File: src/rtl/avr_host_pkg.sv
// avr_host_pkg: state encoding and default sizing for the AVR-to-SRAM host bridge.
package avr_host_pkg;

    typedef enum logic [2:0] {
        ST_IDLE,
        ST_SHIFT,
        ST_SETTLE,
        ST_STROBE,
        ST_DONE
    } state_t;

    localparam int ADDR_W_DEF     = 21;
    localparam int DATA_W_DEF     = 8;
    localparam int STROBE_CYC_DEF = 2;

endpackage

File: src/rtl/avr_host_piso.sv
// avr_host_piso: parallel-load, MSB-first serialiser that feeds the CPLD
// address shift register. Load takes priority over shift.
module avr_host_piso #(
    parameter int W = 21
) (
    input  logic         clk,
    input  logic         rst,
    input  logic         i_load,
    input  logic [W-1:0] i_data,
    input  logic         i_shift,
    output logic         o_so
);

    logic [W-1:0] r_sreg;

    assign o_so = r_sreg[W-1];

    // Load a fresh word or move the next bit into the MSB position.
    always_ff @(posedge clk or posedge rst) begin
        if (rst) begin
            r_sreg <= '0;
        end else if (i_load) begin
            r_sreg <= i_data;
        end else if (i_shift) begin
            r_sreg <= {r_sreg[W-2:0], 1'b0};
        end
    end

endmodule

File: src/rtl/avr_host.sv
// avr_host: single-request host that shifts an SRAM address serially into
// the CPLD address register, then issues one read or write strobe.
// Optional feature: define AVR_HOST_ADDR_SKIP_EN to skip the address shift
// when the accepted address equals the last fully shifted one.
module avr_host
    import avr_host_pkg::*;
#(
    parameter int ADDR_W     = ADDR_W_DEF,
    parameter int DATA_W     = DATA_W_DEF,
    parameter int STROBE_CYC = STROBE_CYC_DEF
) (
    input  logic              clk,
    input  logic              reset,
    input  logic              req_valid,
    output logic              req_ready,
    input  logic              req_write,
    input  logic [ADDR_W-1:0] req_addr,
    input  logic [DATA_W-1:0] req_wdata,
    output logic              rsp_valid,
    output logic [DATA_W-1:0] rsp_rdata,
    output logic              avr_si,
    output logic              avr_sreg_en,
    output logic              avr_oe,
    output logic              avr_we,
    output logic [DATA_W-1:0] avr_data_o,
    output logic              avr_data_oe,
    input  logic [DATA_W-1:0] avr_data_i
);

    localparam int CNT_W = $clog2(ADDR_W + STROBE_CYC + 1);
    localparam logic [CNT_W-1:0] SHIFT_LAST  = CNT_W'(ADDR_W - 1);
    localparam logic [CNT_W-1:0] STROBE_LAST = CNT_W'(STROBE_CYC - 1);

    state_t            r_state;
    state_t            w_next;
    logic [CNT_W-1:0]  r_cnt;
    logic              r_wr;
    logic [DATA_W-1:0] r_wdata;
    logic [DATA_W-1:0] r_rdata;
    logic              w_accept;
    logic              w_skip;
    logic              w_shift;
    logic              w_so;

    assign req_ready = (r_state == ST_IDLE) && !reset;
    assign w_accept  = req_valid && req_ready;
    assign w_shift   = (r_state == ST_SHIFT);

    // Strobes and the data bus are decoded straight from state so that an
    // asynchronous reset returns every pin to its idle level at once.
    assign rsp_valid   = (r_state == ST_DONE);
    assign rsp_rdata   = r_rdata;
    assign avr_sreg_en = !w_shift;
    assign avr_si      = w_shift & w_so;
    assign avr_oe      = !((r_state == ST_STROBE) && !r_wr);
    assign avr_we      = !((r_state == ST_STROBE) && r_wr);
    assign avr_data_oe = r_wr && ((r_state == ST_SETTLE) || (r_state == ST_STROBE) ||
                                  (r_state == ST_DONE));
    assign avr_data_o  = avr_data_oe ? r_wdata : '0;

`ifdef AVR_HOST_ADDR_SKIP_EN
    logic [ADDR_W-1:0] r_addr;
    logic [ADDR_W-1:0] r_last_addr;
    logic              r_last_vld;

    assign w_skip = r_last_vld && (req_addr == r_last_addr);

    // Remember the address that the CPLD register currently holds.
    always_ff @(posedge clk or posedge reset) begin
        if (reset) begin
            r_last_vld  <= 1'b0;
            r_last_addr <= '0;
        end else if ((r_state == ST_SHIFT) && (w_next == ST_SETTLE)) begin
            r_last_vld  <= 1'b1;
            r_last_addr <= r_addr;
        end
    end

    // Keep the accepted address so it can be recorded once fully shifted.
    always_ff @(posedge clk) begin
        if (w_accept) begin
            r_addr <= req_addr;
        end
    end
`else
    assign w_skip = 1'b0;
`endif

    // State register.
    always_ff @(posedge clk or posedge reset) begin
        if (reset) begin
            r_state <= ST_IDLE;
        end else begin
            r_state <= w_next;
        end
    end

    // Next-state decode; the counter tracks position within SHIFT and STROBE.
    always_comb begin
        w_next = r_state;
        case (r_state)
            ST_IDLE:   if (w_accept) w_next = w_skip ? ST_SETTLE : ST_SHIFT;
            ST_SHIFT:  if (r_cnt == SHIFT_LAST) w_next = ST_SETTLE;
            ST_SETTLE: w_next = ST_STROBE;
            ST_STROBE: if (r_cnt == STROBE_LAST) w_next = ST_DONE;
            ST_DONE:   w_next = ST_IDLE;
            default:   w_next = ST_IDLE;
        endcase
    end

    // Cycle counter restarts on every state change.
    always_ff @(posedge clk or posedge reset) begin
        if (reset) begin
            r_cnt <= '0;
        end else if (w_next != r_state) begin
            r_cnt <= '0;
        end else if ((r_state == ST_SHIFT) || (r_state == ST_STROBE)) begin
            r_cnt <= r_cnt + 1'b1;
        end
    end

    // Request direction is control; it must be low in reset so no bus drive leaks.
    always_ff @(posedge clk or posedge reset) begin
        if (reset) begin
            r_wr <= 1'b0;
        end else if (w_accept) begin
            r_wr <= req_write;
        end
    end

    // Write data is only observed while avr_data_oe is high, so it needs no reset.
    always_ff @(posedge clk) begin
        if (w_accept) begin
            r_wdata <= req_wdata;
        end
    end

    // Read data is sampled on the edge that ends the final strobe cycle.
    always_ff @(posedge clk or posedge reset) begin
        if (reset) begin
            r_rdata <= '0;
        end else if ((r_state == ST_STROBE) && !r_wr && (r_cnt == STROBE_LAST)) begin
            r_rdata <= avr_data_i;
        end
    end

    avr_host_piso #(
        .W(ADDR_W)
    ) u_piso (
        .clk    (clk),
        .rst    (reset),
        .i_load (w_accept),
        .i_data (req_addr),
        .i_shift(w_shift),
        .o_so   (w_so)
    );

endmodule

File: config.mk
export PLATFORM = sky130hd
export DESIGN_NAME = avr_host
export DESIGN_NICKNAME = d
export VERILOG_FILES = /design/src/rtl/avr_host_pkg.sv /design/src/rtl/avr_host_piso.sv /design/src/rtl/avr_host.sv
export SDC_FILE = /design/constraint.sdc
export NUM_CORES = 1
export LEC_CHECK = 0
export BUFFER_PORTS_ARGS = -buffer_cell sky130_fd_sc_hd__buf_2
export CAP_MARGIN = 10
export CORE_UTILIZATION = 51
export DETAILED_ROUTE_END_ITERATION = 10
export HOLD_SLACK_MARGIN = 0.12
export PLACE_DENSITY = 0.79
export SLEW_MARGIN = 20
export SYNTH_ARGS = -nofsm -noshare
export SYNTH_HDL_FRONTEND = slang
export SYNTH_HIERARCHICAL = 1
export SYNTH_SLANG_ARGS = --single-unit
export TNS_END_PERCENT = 50
File: constraint.sdc
create_clock -name clk -period 2.1 [get_ports clk]
set_input_delay 0.42 -clock clk [delete_from_list [all_inputs] [get_ports clk]]
set_output_delay 0.42 -clock clk [all_outputs]
set_load 0.02 [all_outputs]
==> parameters.txt <==
Parameter                              Value

Worst setup path
  Cell count of the worst reg-to-reg path ... 5
  Required time of the worst setup path ... 1.68 ns
  Arrival @ worst endpoint ... 1.60 ns
  Gate family responsible for the most delay along the worst path ... flip-flops
  Number of buffer and inverter instances along the worst setup path ... 1
  CP endpoint ... avr_data_o[4]
  Critical path, cell by cell ... and2b_1, o21a_2, and2_1, buf_2
  Critical register-to-register path startpoint ... r_cnt[1]
  R2R Path End ... rsp_rdata[2]
  Setup CP Type ... flop to output pin
  Slowest cell on crit path ... sky130_fd_sc_hd__dfrtp_2
  Crit-path max FO ... 12
  Cell depth of the worst setup path ... 4
  Crit-path max cell delay ... 0.49 ns
  Critical Path Source Type ... flop
  Start point of the critical path ... r_state[1]
  Worst reg2reg setup slack ... 0.43 ns
  Crit. End Element ... output pin

Layout
  Share of layout cells above drive strength 1 ... 37.8%
  Area delta synth->final ... 20.1%
  Fin nets ... 302
  Total non-filler cell area in the finished layout ... 0.00266 mm2
  Inserted Diodes ... 0

Drt
  Via total after detailed routing ... 1588
  Via/cell ratio ... 5.14
  DRC violation count after routing ... 0
  Remaining antenna violation count ... 0
  Routed wirelength normalized by instance count ... 13.0 um
  Routed WL ... 4020 um
  Count of routing violations after the opening detailed-route iteration ... 155
  Number of iterations in the first detailed-routing pass ... 4

Hold path
  Worst hold path type ... input pin to asynchronous set/reset pin

Yosys
  Net Count, Synth ... 234
  Flip-flop and latch count after synthesis ... 46
  Post-Syn Area ... 0.00221 mm2
  Fraction of synthesis flops using an asynchronous set or reset pin ... 82.6%
  Mean instance size in the synthesized netlist ... 11.6 um2
  Commonest register cell after synthesis ... sky130_fd_sc_hd__dfrtp_1
  Number of synthesized flops with an enable pin ... 8
  Distinct cells, synth ... 41
  Post-synthesis instance total ... 190
  Count of synthesis-stage warnings from yosys ... 6
  Part of the Yosys area used for sequential elements ... 53.8%

Timing
  Slew at the pin closest to its max-slew limit ... 0.349 ns
  Slew Limit Headroom ... 76.7%
  Final critical-path required period ... 2.02 ns
  RSZ-0062 raised after global routing ... true
  Hold Fails Final Rpt ... 0
  TNS Setup ... 0 ns
  Count of pins over their slew limit ... 0
  FMAX ... 0.495 GHz
  Final worst path period share ... 96.3%
  Final setup fails ... 0
  Post-Route Skew ... 0.00589 ns

Floorplan
  Starting density of the core ... 54.2%
  Die footprint ... 0.00461 mm2
  Die W ... 67.9 um
  Core Box Area ... 0.00409 mm2
  Rows ... 23
  Die outline height ... 67.9 um
  Number of placed I/O pins ... 64

Pwr
  Power density normalized to cell area ... 1240 mW/mm2
  Static Leak ... 1.36 nW
  Power, Total ... 3.29 mW
  Peak supply drop ... 0.000576 V

Global routing
  Global router's overall resource usage ... 18.9%
  Via count of the first global-routing pass ... 1435
  Overflow after GRT ... 0
  Wire length of the first global-routing pass ... 6280 um
  Pin count of the biggest net entering global routing ... 26
  Number of antenna violations at the first check in global routing ... 0

Clock tree
  Register clock-pin slew on the reported worst setup and hold paths ... 0.08 ns
  Clock root buffer master ... sky130_fd_sc_hd__clkbuf_8
  CTS Hold Buffers Added ... 0
  Num CTS Buffers ... 5
  CTS tree ... done
  Latest clock arrival within the worst-skew pair ... 0.29 ns
  CTS Sinks ... 46
  Clock Tree Buf Depth ... 2
  H-tree level count ... 2

Placement
  Number of port buffers ... 63
  Half-perimeter wire length after detailed placement ... 3010 um
  Last weighted congestion value of the routability-driven placer ... 0.835
  Area post-placement ... 0.00257 mm2

Status
  Status ... finished clean

Job
  Max-cap violations ... 0
[cells in the final DEF (no fill, tap or decap), types with 2 or more instances in the layout]
cell and n:
sky130_fd_sc_hd__dfrtp_1 35, sky130_fd_sc_hd__inv_1 6, sky130_fd_sc_hd__mux2_2 9, sky130_fd_sc_hd__edfxtp_1 8, sky130_fd_sc_hd__a21oi_1 2, sky130_fd_sc_hd__o22ai_1 3, sky130_fd_sc_hd__o21ai_1 18, sky130_fd_sc_hd__mux2i_1 21
sky130_fd_sc_hd__nand2_1 25, sky130_fd_sc_hd__buf_2 63, sky130_fd_sc_hd__nand3_1 5, sky130_fd_sc_hd__clkbuf_8 5, sky130_fd_sc_hd__and2_1 9, sky130_fd_sc_hd__a2bb2oi_1 2, sky130_fd_sc_hd__buf_4 8, sky130_fd_sc_hd__o21a_1 2
sky130_fd_sc_hd__nand2b_1 5, sky130_fd_sc_hd__dfrtp_2 3, sky130_fd_sc_hd__o21ai_0 2, sky130_fd_sc_hd__and3_2 2, sky130_fd_sc_hd__ha_1 3
[sequential cells by signal (all words and copies together), names as in the netlist]
| name | cells |
|---|---|
| r_cnt | 5 |
| r_state | 3 |
| r_wdata | 8 |
| r_wr | 1 |
| rsp_rdata | 8 |
| u_piso/r_sreg | 21 |
[area by class of cell]
type / instances / area (um2)
multi-input cells: 128 / 916
inverters: 6 / 22.5
repair buffers: 71 / 375
well taps: 50 / 62.6
flip-flops and latches: 46 / 1190
fillers: 348 / 1430
clock buffers: 6 / 72.6
clock inverters: 2 / 13.8
[cells in the mapped netlist (all sizes together) (3+ instances only)]
master | count | area [um2]
and2 | 9 | 56.3
buf | 8 | 82.6
inv | 6 | 22.5
nand3 | 5 | 25.0
edfxtp | 8 | 240
ha | 3 | 37.5
o21a | 3 | 22.5
dfrtp | 38 | 951
mux2 | 9 | 101
nand2 | 25 | 93.8
mux2i | 21 | 210
o21ai | 21 | 109
and3 | 3 | 20.0
o22ai | 3 | 18.8
nand2b | 5 | 31.3
[per-layer routing]
layer  part of all wire (%)  global-route usage, %  wire [um]  up-vias
met5                      0                      0          0        -
met4                   0.77                   6.25         31        0
met3                    5.5                   5.33        220        4
met2                     49                   30.7       1980       42
met1                     44                   24.4       1780      738
li1                       -                      -          -      804
[per-stage QoR]
stage               setup WS, ns  instances  hold slack [ns]  utilization, %
finish                    0.0779        309            0.178            65.0
floorplan                  0.128        190            0.351               -
CTS                       0.0216        309            0.176            64.9
detailed placement         0.304        301            0.487            62.8
global placement           0.383        301            0.483            62.8
global route            -0.00138        309            0.195            65.0
[how the worst min path moves through the flow]
stage | endpoint | slack (ns) | cells past startpoint
2_1_floorplan | r_cnt[0] | 0.35 | 1
3_3_place_gp | rsp_rdata[0] | 0.48 | 1
3_5_place_dp | rsp_rdata[0] | 0.49 | 3
4_1_cts | u_piso/r_sreg[7] | 0.18 | 3
5_1_grt | u_piso/r_sreg[20] | 0.20 | 3
6_report | u_piso/r_sreg[20] | 0.18 | 3
[kinds of logic after synthesis]
| group | count (synthesis) | share of synthesized area, % |
|---|---|---|
| adder cells (fa/ha/maj) | 3 | 1.70 |
| AO/OA/AOI/OAI | 34 | 8.99 |
| buffers and inverters | 16 | 5.14 |
| multiplexers | 30 | 14.1 |
| AND/OR/NAND/NOR | 61 | 16.3 |
| flip-flops | 46 | 53.8 |
[worst reg2reg max path: cells and delay by family, from the launching register on]
kind | cells | cell delay, ns
buf+inv | 1 | 0.10
simple gates | 2 | 0.55
flops | 1 | 0.40
fa+ha+maj | 1 | 0.18
mux | 1 | 0.33
[report_power, final]
group	leakage [nW]	internal, mW	switching [mW]
registers	0.555	1.21	0.242
logic	0.757	0.627	0.699
clock network	0.0452	0.235	0.279
[what timing repair did]
item                                    4_1_cts  5_1_grt
setup buffers                                 0        0
endpoints found under the setup margin        8        9
gates resized for setup                       1        3
Note: power is estimated with default switching activity, not from simulation.
